===== src/rtl/rv32i_types.sv =====
`default_nettype none
// ----------------------------------------------------------------------------
// Module : rv32i_types
// Brief  : Shared RV32I encodings plus the load/store-unit state and request
//          types.
// Rev    : 1.0  initial release
// ----------------------------------------------------------------------------
package rv32i_types;

  // Load funct3 encodings (011, 110 and 111 are not valid loads)
  typedef enum logic [2:0] {
    F3_LB  = 3'b000,
    F3_LH  = 3'b001,
    F3_LW  = 3'b010,
    F3_LBU = 3'b100,
    F3_LHU = 3'b101
  } load_f3_t;

  // Store funct3 encodings (anything from 011 upward is not a valid store)
  typedef enum logic [2:0] {
    F3_SB = 3'b000,
    F3_SH = 3'b001,
    F3_SW = 3'b010
  } store_f3_t;

  // Load/store unit control states
  typedef enum logic [1:0] {
    LSU_IDLE  = 2'd0,
    LSU_ISSUE = 2'd1,
    LSU_WAIT  = 2'd2,
    LSU_RESP  = 2'd3
  } lsu_state_t;

  // One latched load/store operation
  typedef struct packed {
    logic        is_store;
    logic [2:0]  funct3;
    logic [31:0] addr;
    logic [31:0] wdata;
    logic [4:0]  rd;
  } lsu_req_t;

endpackage
`default_nettype wire


===== src/rtl/lsu_lane_align.sv =====
`default_nettype none
// ----------------------------------------------------------------------------
// Module : lsu_lane_align
// Brief  : Byte-lane mask generation, store data placement, load data
//          extraction/extension and legality check for one load/store.
// Rev    : 1.0  initial release
// ----------------------------------------------------------------------------
module lsu_lane_align
  import rv32i_types::*;
(
  input  logic [2:0]  funct3,
  input  logic        is_store,
  input  logic [1:0]  offset,
  input  logic [31:0] wdata,
  input  logic [31:0] rdata,
  output logic [3:0]  mask,
  output logic [31:0] wdata_placed,
  output logic [31:0] rdata_ext,
  output logic        bad
);

  logic [4:0]  shamt;
  logic [31:0] shifted;
  logic        legal_f3;

  assign shamt   = {offset, 3'b000};
  assign shifted = rdata >> shamt;

  // Lane selection and extension by access size (funct3[1:0]); funct3[2]
  // selects zero extension for loads
  always_comb begin
    mask         = 4'b0000;
    wdata_placed = 32'd0;
    rdata_ext    = 32'd0;
    bad          = 1'b0;
    legal_f3     = 1'b0;
    case (funct3[1:0])
      2'b00: begin
        mask         = 4'b0001 << offset;
        wdata_placed = {24'd0, wdata[7:0]} << shamt;
        rdata_ext    = funct3[2] ? {24'd0, shifted[7:0]}
                                 : {{24{shifted[7]}}, shifted[7:0]};
      end
      2'b01: begin
        bad          = offset[0];
        mask         = 4'b0011 << offset;
        wdata_placed = {16'd0, wdata[15:0]} << shamt;
        rdata_ext    = funct3[2] ? {16'd0, shifted[15:0]}
                                 : {{16{shifted[15]}}, shifted[15:0]};
      end
      2'b10: begin
        bad          = (offset != 2'b00);
        mask         = 4'b1111;
        wdata_placed = wdata;
        rdata_ext    = rdata;
      end
      default: bad = 1'b1;
    endcase
    if (is_store) begin
      case (funct3)
        F3_SB, F3_SH, F3_SW: legal_f3 = 1'b1;
        default:             legal_f3 = 1'b0;
      endcase
    end else begin
      case (funct3)
        F3_LB, F3_LH, F3_LW, F3_LBU, F3_LHU: legal_f3 = 1'b1;
        default:                             legal_f3 = 1'b0;
      endcase
    end
    if (!legal_f3) bad = 1'b1;
  end

endmodule
`default_nettype wire


===== src/rtl/load_store_unit.sv =====
`default_nettype none
// ----------------------------------------------------------------------------
// Module : load_store_unit
// Brief  : RV32I memory stage. Accepts one load/store, issues a single
//          word-aligned data-memory request, waits for the response and
//          returns a writeback result. Illegal/misaligned ops bypass memory.
// Rev    : 1.0  initial release
// ----------------------------------------------------------------------------
module load_store_unit
  import rv32i_types::*;
#(
  parameter int ADDR_W = 32,
  parameter int DATA_W = 32
) (
  input  logic              clk,
  input  logic              rst_n,
  input  logic              req_valid,
  output logic              req_ready,
  input  logic              req_is_store,
  input  logic [2:0]        req_funct3,
  input  logic [ADDR_W-1:0] req_addr,
  input  logic [DATA_W-1:0] req_wdata,
  input  logic [4:0]        req_rd,
  output logic [ADDR_W-1:0] dmem_addr,
  output logic [3:0]        dmem_rmask,
  output logic [3:0]        dmem_wmask,
  output logic [DATA_W-1:0] dmem_wdata,
  input  logic [DATA_W-1:0] dmem_rdata,
  input  logic              dmem_resp,
  output logic              rsp_valid,
  input  logic              rsp_ready,
  output logic              rsp_we,
  output logic [4:0]        rsp_rd,
  output logic [DATA_W-1:0] rsp_data,
  output logic              rsp_err
);

  // The datapath is RV32I-only; any other data width is a configuration error
  if (DATA_W != 32) begin : g_data_w_check
    $error("load_store_unit: DATA_W must be 32");
  end

  lsu_state_t  state, state_nx;
  lsu_req_t    req_q;
  logic [31:0] rdata_q;
  logic        err_q;

  logic        is_idle;
  logic [2:0]  al_funct3;
  logic        al_is_store;
  logic [1:0]  al_offset;
  logic [3:0]  al_mask;
  logic [31:0] al_wdata;
  logic [31:0] al_rdata;
  logic        al_bad;

  assign is_idle = (state == LSU_IDLE);

  // In IDLE the aligner judges the incoming op; afterwards it works on the
  // latched op so a single instance serves both the check and the datapath.
  assign al_funct3   = is_idle ? req_funct3      : req_q.funct3;
  assign al_is_store = is_idle ? req_is_store    : req_q.is_store;
  assign al_offset   = is_idle ? req_addr[1:0]   : req_q.addr[1:0];

  lsu_lane_align u_align (
    .funct3       (al_funct3),
    .is_store     (al_is_store),
    .offset       (al_offset),
    .wdata        (req_q.wdata),
    .rdata        (rdata_q),
    .mask         (al_mask),
    .wdata_placed (al_wdata),
    .rdata_ext    (al_rdata),
    .bad          (al_bad)
  );

  // State register plus op/read-data capture
  always_ff @(posedge clk or negedge rst_n) begin
    if (!rst_n) begin
      state   <= LSU_IDLE;
      req_q   <= '0;
      rdata_q <= 32'd0;
      err_q   <= 1'b0;
    end else begin
      state <= state_nx;
      if (is_idle && req_valid) begin
        req_q.is_store <= req_is_store;
        req_q.funct3   <= req_funct3;
        req_q.addr     <= 32'(req_addr);
        req_q.wdata    <= 32'(req_wdata);
        req_q.rd       <= req_rd;
        err_q          <= al_bad;
      end
      if (state == LSU_WAIT && dmem_resp) begin
        rdata_q <= dmem_rdata;
      end
    end
  end

  // Next-state and output decode
  always_comb begin
    state_nx   = state;
    req_ready  = 1'b0;
    dmem_addr  = '0;
    dmem_rmask = 4'b0000;
    dmem_wmask = 4'b0000;
    dmem_wdata = '0;
    rsp_valid  = 1'b0;
    rsp_we     = 1'b0;
    rsp_rd     = 5'd0;
    rsp_data   = '0;
    rsp_err    = 1'b0;
    case (state)
      LSU_IDLE: begin
        req_ready = 1'b1;
        if (req_valid) state_nx = al_bad ? LSU_RESP : LSU_ISSUE;
      end
      LSU_ISSUE: begin
        dmem_addr = ADDR_W'({req_q.addr[31:2], 2'b00});
        if (req_q.is_store) begin
          dmem_wmask = al_mask;
          dmem_wdata = DATA_W'(al_wdata);
        end else begin
          dmem_rmask = al_mask;
        end
        state_nx = LSU_WAIT;
      end
      LSU_WAIT: begin
        if (dmem_resp) state_nx = LSU_RESP;
      end
      LSU_RESP: begin
        rsp_valid = 1'b1;
        rsp_err   = err_q;
        rsp_rd    = req_q.rd;
        rsp_we    = !err_q && !req_q.is_store && (req_q.rd != 5'd0);
        if (!err_q && !req_q.is_store) rsp_data = DATA_W'(al_rdata);
        if (rsp_ready) state_nx = LSU_IDLE;
      end
      default: state_nx = LSU_IDLE;
    endcase
  end

endmodule
`default_nettype wire


===== config.mk =====
export PLATFORM = sky130hd
export DESIGN_NAME = load_store_unit
export DESIGN_NICKNAME = d
export VERILOG_FILES = /design/src/rtl/rv32i_types.sv /design/src/rtl/lsu_lane_align.sv /design/src/rtl/load_store_unit.sv
export SDC_FILE = /design/constraint.sdc
export NUM_CORES = 1
export LEC_CHECK = 0
export BUFFER_PORTS_ARGS = -buffer_cell sky130_fd_sc_hd__clkbuf_2
export CORE_ASPECT_RATIO = 0.9
export CORE_MARGIN = 10
export CORE_UTILIZATION = 50
export CTS_CLUSTER_DIAMETER = 50
export CTS_CLUSTER_SIZE = 28
export DETAILED_ROUTE_END_ITERATION = 7
export GPL_ROUTABILITY_DRIVEN = 0
export PLACE_DENSITY = 0.81
export SETUP_SLACK_MARGIN = 0.4
export SLEW_MARGIN = 20
export SYNTH_ARGS = -nofsm -noshare
export SYNTH_HDL_FRONTEND = slang
export SYNTH_SLANG_ARGS = --single-unit

===== constraint.sdc =====
create_clock -name clk -period 2.9 [get_ports clk]
set_input_delay 0.29 -clock clk [delete_from_list [all_inputs] [get_ports clk]]
set_output_delay 0.29 -clock clk [all_outputs]
set_load 0.1 [all_outputs]

==> results of run 1 <==
[area by class of cell]
cell class / count / area share
clock inverter: 6 / 0.00693
multi-input combinational: 421 / 0.402
timing repair buffer: 292 / 0.295
clock buffer: 10 / 0.0215
inverter: 6 / 0.00211
sequential: 108 / 0.254
antenna: 1 / 0.000235
tap: 160 / 0.0188
[metrics by stage]
step,hold WS (ps),worst slack (ps)
after floorplan,-5.59,-93.7
after global placement,480,77.1
after detailed placement,489,-17.2
after CTS,155,15.1
after global routing,33.5,-196
final,-32.8,-174
[logic make-up after synthesis]
group / Yosys count / synth area share
other: 1 / 0.000621
flip-flops: 108 / 0.448
AO/OA/AOI/OAI: 109 / 0.128
AND/OR/NAND/NOR: 184 / 0.148
buffers and inverters: 50 / 0.0452
XOR/XNOR: 2 / 0.00290
multiplexers: 118 / 0.219
adder cells (fa/ha/maj): 4 / 0.00829
[state kept, by name (all words and copies together) (netlist names)]
register / count
req_q: 73
rdata_q: 32
err_q: 1
state: 2
[path summary, 6_finish.rpt]
kind,end,from,cells past startpoint
min reg2reg,req_q[47]$_DFFE_PN0P_,req_q[47]$_DFFE_PN0P_,1
max,rsp_data[13],state[1]$_DFFE_PN0P_,10
max in group asynchronous,rdata_q[30]$_DFFE_PN0P_,rst_n,2
max reg2reg,state[1]$_DFFE_PN0P_,state[1]$_DFFE_PN0P_,10
min,req_q[9]$_DFFE_PN0P_,rst_n,1
min in group clk,req_q[48]$_DFFE_PN0P_,req_addr[11],2
[layout by cell type (no fill, tap or decap), types with 4 or more instances in the layout]
cell       count
clkbuf_2     116
dfrtp_1      107
mux2_2       106
buf_12        84
nor2_4        40
and2_1        36
nand2_1       36
buf_4         33
clkbuf_4      30
nor2_1        20
a21oi_4       20
buf_6         19
a22oi_2       16
and2_4        11
clkbuf_16     10
nand2b_1       8
a22o_4         8
nand2_4        8
o21ai_4        8
a22oi_1        8
a222oi_1       8
mux2i_4        6
o21ai_2        6
a221o_4        6
nor3_1         5
a21oi_1        5
inv_1          4
nand3b_1       4
buf_16         4
[per-layer routing]
layer	up-vias	share of wire	GRT usage
met1	3191	0.33	0.334
met4	0	0.089	0.139
met5	-	0	0
li1	2567	-	-
met3	233	0.11	0.0879
met2	619	0.48	0.506
[timing repair]
action	in CTS	in global routing
pin swaps	61	44
setup buffers	31	16
setup endpoints to repair	73	103
resized for setup	108	113
cloned	7	1
==> out/results.txt, run 1 <==
Final Hold Viols: 26
Num CTS Buffers: 9
Share of layout cells above drive strength 1: 0.682
R2R setup slack: 300 ps
Initial DRC count: 920
Top cell by count, worst path: buf_12
Worst path required time: 2610 ps
Clock slew at reported path FFs: 80 ps
Fin cells: 1004
Post-synth top cells: 108 x dfrtp_1, 108 x mux2_2, 58 x nor2_1, 48 x nand2_1, 46 x and2_1
Remaining Overflow, GRT: 0
Worst setup margin: -174 ps
Post-route core utilization: 0.893
H-Tree Depth: 3
Chip height: 124 µm
Initial antenna violation count: 1
Failing checks: negative hold slack, negative setup slack
Multi-input combinational cell area: 0.00428 mm²
Total number of vias: 6610
Cells after synthesis: 576
Clock Skews: 11.1 ps
Number of flops mapped to enable cells by yosys: 0
Fmax: 325 MHz
Fillers: 457
Synth unique cells: 49
Vias/cell: 6.58
Post-CTS Hold Buffers: 0
Period utilisation layout: 1.06
Top_reg_cell synth: dfrtp_1
FP Rows: 38
Largest stage delay, worst path: 410 ps
CP max FO: 6
FF/Latch Area: 0.00270 mm²
Width of the die: 136 µm
Max-slew violations: 0
Synthesis-to-layout area growth: 76.4%
Final-report setup violation count: 46
Final wirelength: 30.0 mm
Port-buffer cells: 220
RSZ-0062 raised after global routing: true
CTS tree: done
Worst skew pair latency: 370 ps
Global Route Usage Sum: 0.299
Max cap viols: 0
Setup TNS Final: -3870 ps
Status: complete, but fails checks
Die area: 0.0169 mm²
Placed instance area: 0.00904 mm²
Syn Std Cell Area: 0.00604 mm²
Post-synth top area cell: dfrtp_1
Post-DR wirelength/cell: 29.8 µm
Delay-heaviest family, CP: compound AO/OA/AOI/OAI gates
Arrival @ worst endpoint: 2780 ps
Buffers and inverters on the worst path: 4
Drt pass-1 iters: 6
Post-synth top area share: 0.448
Post-synthesis async set-or-reset flop share: 1.00
Fin crit period: 3070 ps
Ys Warns: 0
Detail Route Antenna Nets: 0
Seq cells post-synth: 108
Synth area leaders: dfrtp_1 45%, mux2_2 20%, and2_1 4.8%
Largest net degree at the start of global routing: 83
Worst Setup Start Kind: register
Slowest cell on crit path: dfrtp_1
CP endpoint kind: primary output
Post-route cell area: 0.0107 mm²
CP Cell Sequence: inv_2 -> ha_4 -> buf_12 -> mux2_4 -> buf_8 -> and2_4 -> a22oi_1 -> nor2_1 -> a221o_4 -> buf_12
Placed Instances: 932
Maximum clock insertion buffer count: 2
First-pass GRT wire length: 39.4 mm
Root buffer cell: clkbuf_16
Fin nets: 952
Critical path class: reg -> out
Max_slew headroom: 0.294
Starting Density: 0.506
Syn_area_per_cell: 10.5 µm²
Clock sink count: 108
Worst slew pin tran: 1060 ps
IO Count: 223
Post-DP HPWL: 16.0 mm
Core footprint: 0.0119 mm²
Register area share after synthesis: 0.448
Final hold slack: -32.8 ps
Type of the worst min-delay path: in -> async
# DRC: 0
Vias in the first global route: 6545
Power of run 1 is left out: the tool's default activity adds up to more than one toggle a clock period on the data nets, which glitch-free logic cannot reach.
==> run 2, diff against run 1 <==
--- a/config.mk
+++ b/config.mk
@@ -5,14 +5,16 @@
 export SDC_FILE = /design/constraint.sdc
 export NUM_CORES = 1
 export LEC_CHECK = 0
+export ABC_AREA = 1
 export BUFFER_PORTS_ARGS = -buffer_cell sky130_fd_sc_hd__clkbuf_2
 export CORE_ASPECT_RATIO = 0.9
 export CORE_MARGIN = 10
-export CORE_UTILIZATION = 50
+export CORE_UTILIZATION = 51
 export CTS_CLUSTER_DIAMETER = 50
 export CTS_CLUSTER_SIZE = 28
 export DETAILED_ROUTE_END_ITERATION = 7
 export GPL_ROUTABILITY_DRIVEN = 0
+export MAX_ROUTING_LAYER = met4
 export PLACE_DENSITY = 0.81
 export SETUP_SLACK_MARGIN = 0.4
 export SLEW_MARGIN = 20
==> run 2 against run 1 <==
  * The run ends with design-rule violations left
  * Synthesized cell count up 58%
  * Setup slack better by 190 ps
  * Count of clock-buffer cells in the layout unchanged
  * Sequential cell count unchanged
  * Global-route usage up 0.75 points
  * Wire length up 4.7%
  * Cell area up 1.1%
  * First-iteration DRC count up 45%
  * Final cell count up 32%
  * Critical path type unchanged
  * Critical endpoint is now rsp_data[12]
  * Largest cell class unchanged
==> out/results.txt, run 2 <==
Cells after synthesis: 912
Fillers: 533
Starting Density: 0.528
Largest reg by FF count: req_q
Most frequent cells in the layout: 364 x nand2_1, 122 x clkbuf_2, 108 x dfrtp_1, 82 x buf_12, 68 x inv_1
Core footprint: 0.0122 mm²
Most common cell after layout, fill and taps aside: nand2_1
Delay-heaviest family, CP: simple AND/OR/NAND/NOR gates
Largest registers: req_q: 73 flops, rdata_q: 32 flops, state: 2 flops
Post-DP HPWL: 16.2 mm
Drt pass-1 iters: 8
CP Cell Sequence: inv_2 -> ha_4 -> inv_8 -> nand2_4 -> nand2_4 -> inv_6 -> buf_8 -> nand2_1 -> nor2_1 -> nor2_1 -> nor2_2 -> a21oi_4 -> buf_12
Worst path required time: 2610 ps
Worst slew pin tran: 637 ps
Ys Warns: 0
Width of the die: 139 µm
Ant. Diodes: 0
Initial antenna violation count: 0
# DRC: 33
Multi-input combinational cell area: 0.00431 mm²
FF/Latch Area: 0.00270 mm²
IO Count: 223
Final Hold Viols: 0
Synth unique cells: 33
Arrival @ worst endpoint: 2590 ps
Chip height: 127 µm
Post-Synth Simple-Gate Area: 0.366
CP max FO: 15
Register area share after synthesis: 0.419
Post-DR wirelength/cell: 23.8 µm
Initial DRC count: 1336
Number of flops mapped to enable cells by yosys: 0
Max reg flops: 73
Clock sink count: 108
Vias/cell: 6.10
Syn Std Cell Area: 0.00645 mm²
Status: complete, but fails checks
Type of the worst min-delay path: in -> reg
Final wirelength: 31.4 mm
Global Route Usage Sum: 0.306
Compound-Gate Fraction of Synth Area: 0.0708
CTS tree: done
Remaining Overflow, GRT: 0
Vias in the first global route: 7821
FP Rows: 38
Clock Skews: 6.66 ps
Synth Area in Adders: 0.00776
Final-report setup violation count: 0
Post-synthesis mux area share: 0.0419
Seq cells post-synth: 108
Critical path class: reg -> out
Synth area leaders: dfrtp_1 42%, nand2_1 23%, inv_1 4.2%
Detail Route Antenna Nets: 0
Post-synth top cells: 389 x nand2_1, 108 x dfrtp_1, 72 x inv_1, 51 x nand3_1, 49 x nor2_1
Port-buffer cells: 220
Maximum clock insertion buffer count: 2
Share of layout cells above drive strength 1: 0.445
Root buffer cell: clkbuf_16
Total number of vias: 8057
Failing checks: design-rule violations
Fin cells: 1321
Fin nets: 1271
Worst skew pair latency: 370 ps
Buffers and inverters on the worst path: 5
CP endpoint kind: primary output
Placed Instances: 1256
Die area: 0.0176 mm²
Top_reg_cell synth: dfrtp_1
Largest family of logic cells by synthesized area: simple AND/OR/NAND/NOR gates
Largest net degree at the start of global routing: 61
Fmax: 347 MHz
Post-synthesis async set-or-reset flop share: 1.00
Clock slew at reported path FFs: 80 ps
RSZ-0062 raised after global routing: true
Top-count cell post-synth: nand2_1
Syn_area_per_cell: 7.08 µm²
Post-synth top area share: 0.419
Slowest cell on crit path: dfrtp_1
Fin crit period: 2880 ps
Period utilisation layout: 0.994
Pre-CTS setup slack: 339 ps
Max_slew headroom: 0.575
Xor-xnor portion of the synthesized cell area: 0
Post-synth top area cell: dfrtp_1
Worst setup margin: 17.0 ps
Num CTS Buffers: 9
Max-slew violations: 0
First-pass GRT wire length: 42.4 mm
Final hold slack: 112 ps
Synthesis-to-layout area growth: 66.8%
H-Tree Depth: 3
Largest stage delay, worst path: 410 ps
Max cap viols: 0
Worst Setup Start Kind: register
==> run 2: cell count changes in the layout (fill, tap and decap cells not counted), moves of 25 or more <==
cell,change
o21ai_0,+25
nand3_1,+32
nand2_1,+328
inv_1,+64
and2_1,-36
mux2_2,-82
==> run 2: tightest hold or removal path: stages <==
cell	delay (ps)
clkbuf_2	70
nand2_1	40
nand2_1	40
==> run 2: layout make-up <==
cell class,count,area share
tap,160,0.0186
sequential,108,0.251
multi-input combinational,676,0.401
timing repair buffer,281,0.269
inverter,80,0.0318
clock buffer,10,0.0213
timing repair inverter,1,0.00151
clock inverter,5,0.00581
==> run 2: path summary, 6_finish.rpt <==
path	to	slack, ps	start	cells past startpoint
max in group asynchronous	req_q[22]$_DFFE_PN0P_	1690	rst_n	3
hold / removal	req_q[25]$_DFFE_PN0P_	110	req_wdata[20]	3
setup / recovery	rsp_data[12]	20	state[1]$_DFFE_PN0P_	13
min in group asynchronous	req_q[53]$_DFFE_PN0P_	440	rst_n	2
hold reg to reg	req_q[52]$_DFFE_PN0P_	480	req_q[52]$_DFFE_PN0P_	2
setup reg to reg	req_q[19]$_DFFE_PN0P_	760	state[1]$_DFFE_PN0P_	8
==> run 2: metrics by stage <==
| stage | instance area [µm²] | utilization | TNS [ps] |
|---|---|---|---|
| final | 10800 | 0.881 | 0 |
| after global placement | 9260 | 0.758 | 0 |
| after CTS | 10400 | 0.854 | 0 |
| after detailed placement | 9260 | 0.758 | 0 |
| after floorplan | 7020 | - | -1480 |
| after global routing | 10800 | 0.881 | 0 |
==> run 2: logic make-up after synthesis <==
group / count (synthesis)
AO/OA/AOI/OAI: 88
multiplexers: 24
other: 1
buffers and inverters: 132
AND/OR/NAND/NOR: 555
flip-flops: 108
adder cells (fa/ha/maj): 4
==> run 2: metal layers <==
| metal | share of wire | wire, µm | vias to the layer above | GRT usage |
|---|---|---|---|---|
| met5 | 0 | 0 | - | - |
| met4 | 0.086 | 2710 | 0 | 0.167 |
| met3 | 0.13 | 4190 | 264 | 0.106 |
| met2 | 0.46 | 14300 | 788 | 0.493 |
| met1 | 0.32 | 10200 | 3678 | 0.327 |
| li1 | - | - | 3327 | - |
==> run 2: what timing repair did <==
action	CTS	global route
gates cloned	7	0
endpoints found under the hold margin	33	0
endpoints found under the setup margin	73	103
gates resized for setup	127	85
setup buffers	33	9
pin swaps	31	26
hold buffers	1	0
Power of run 2 is left out for the same reason.
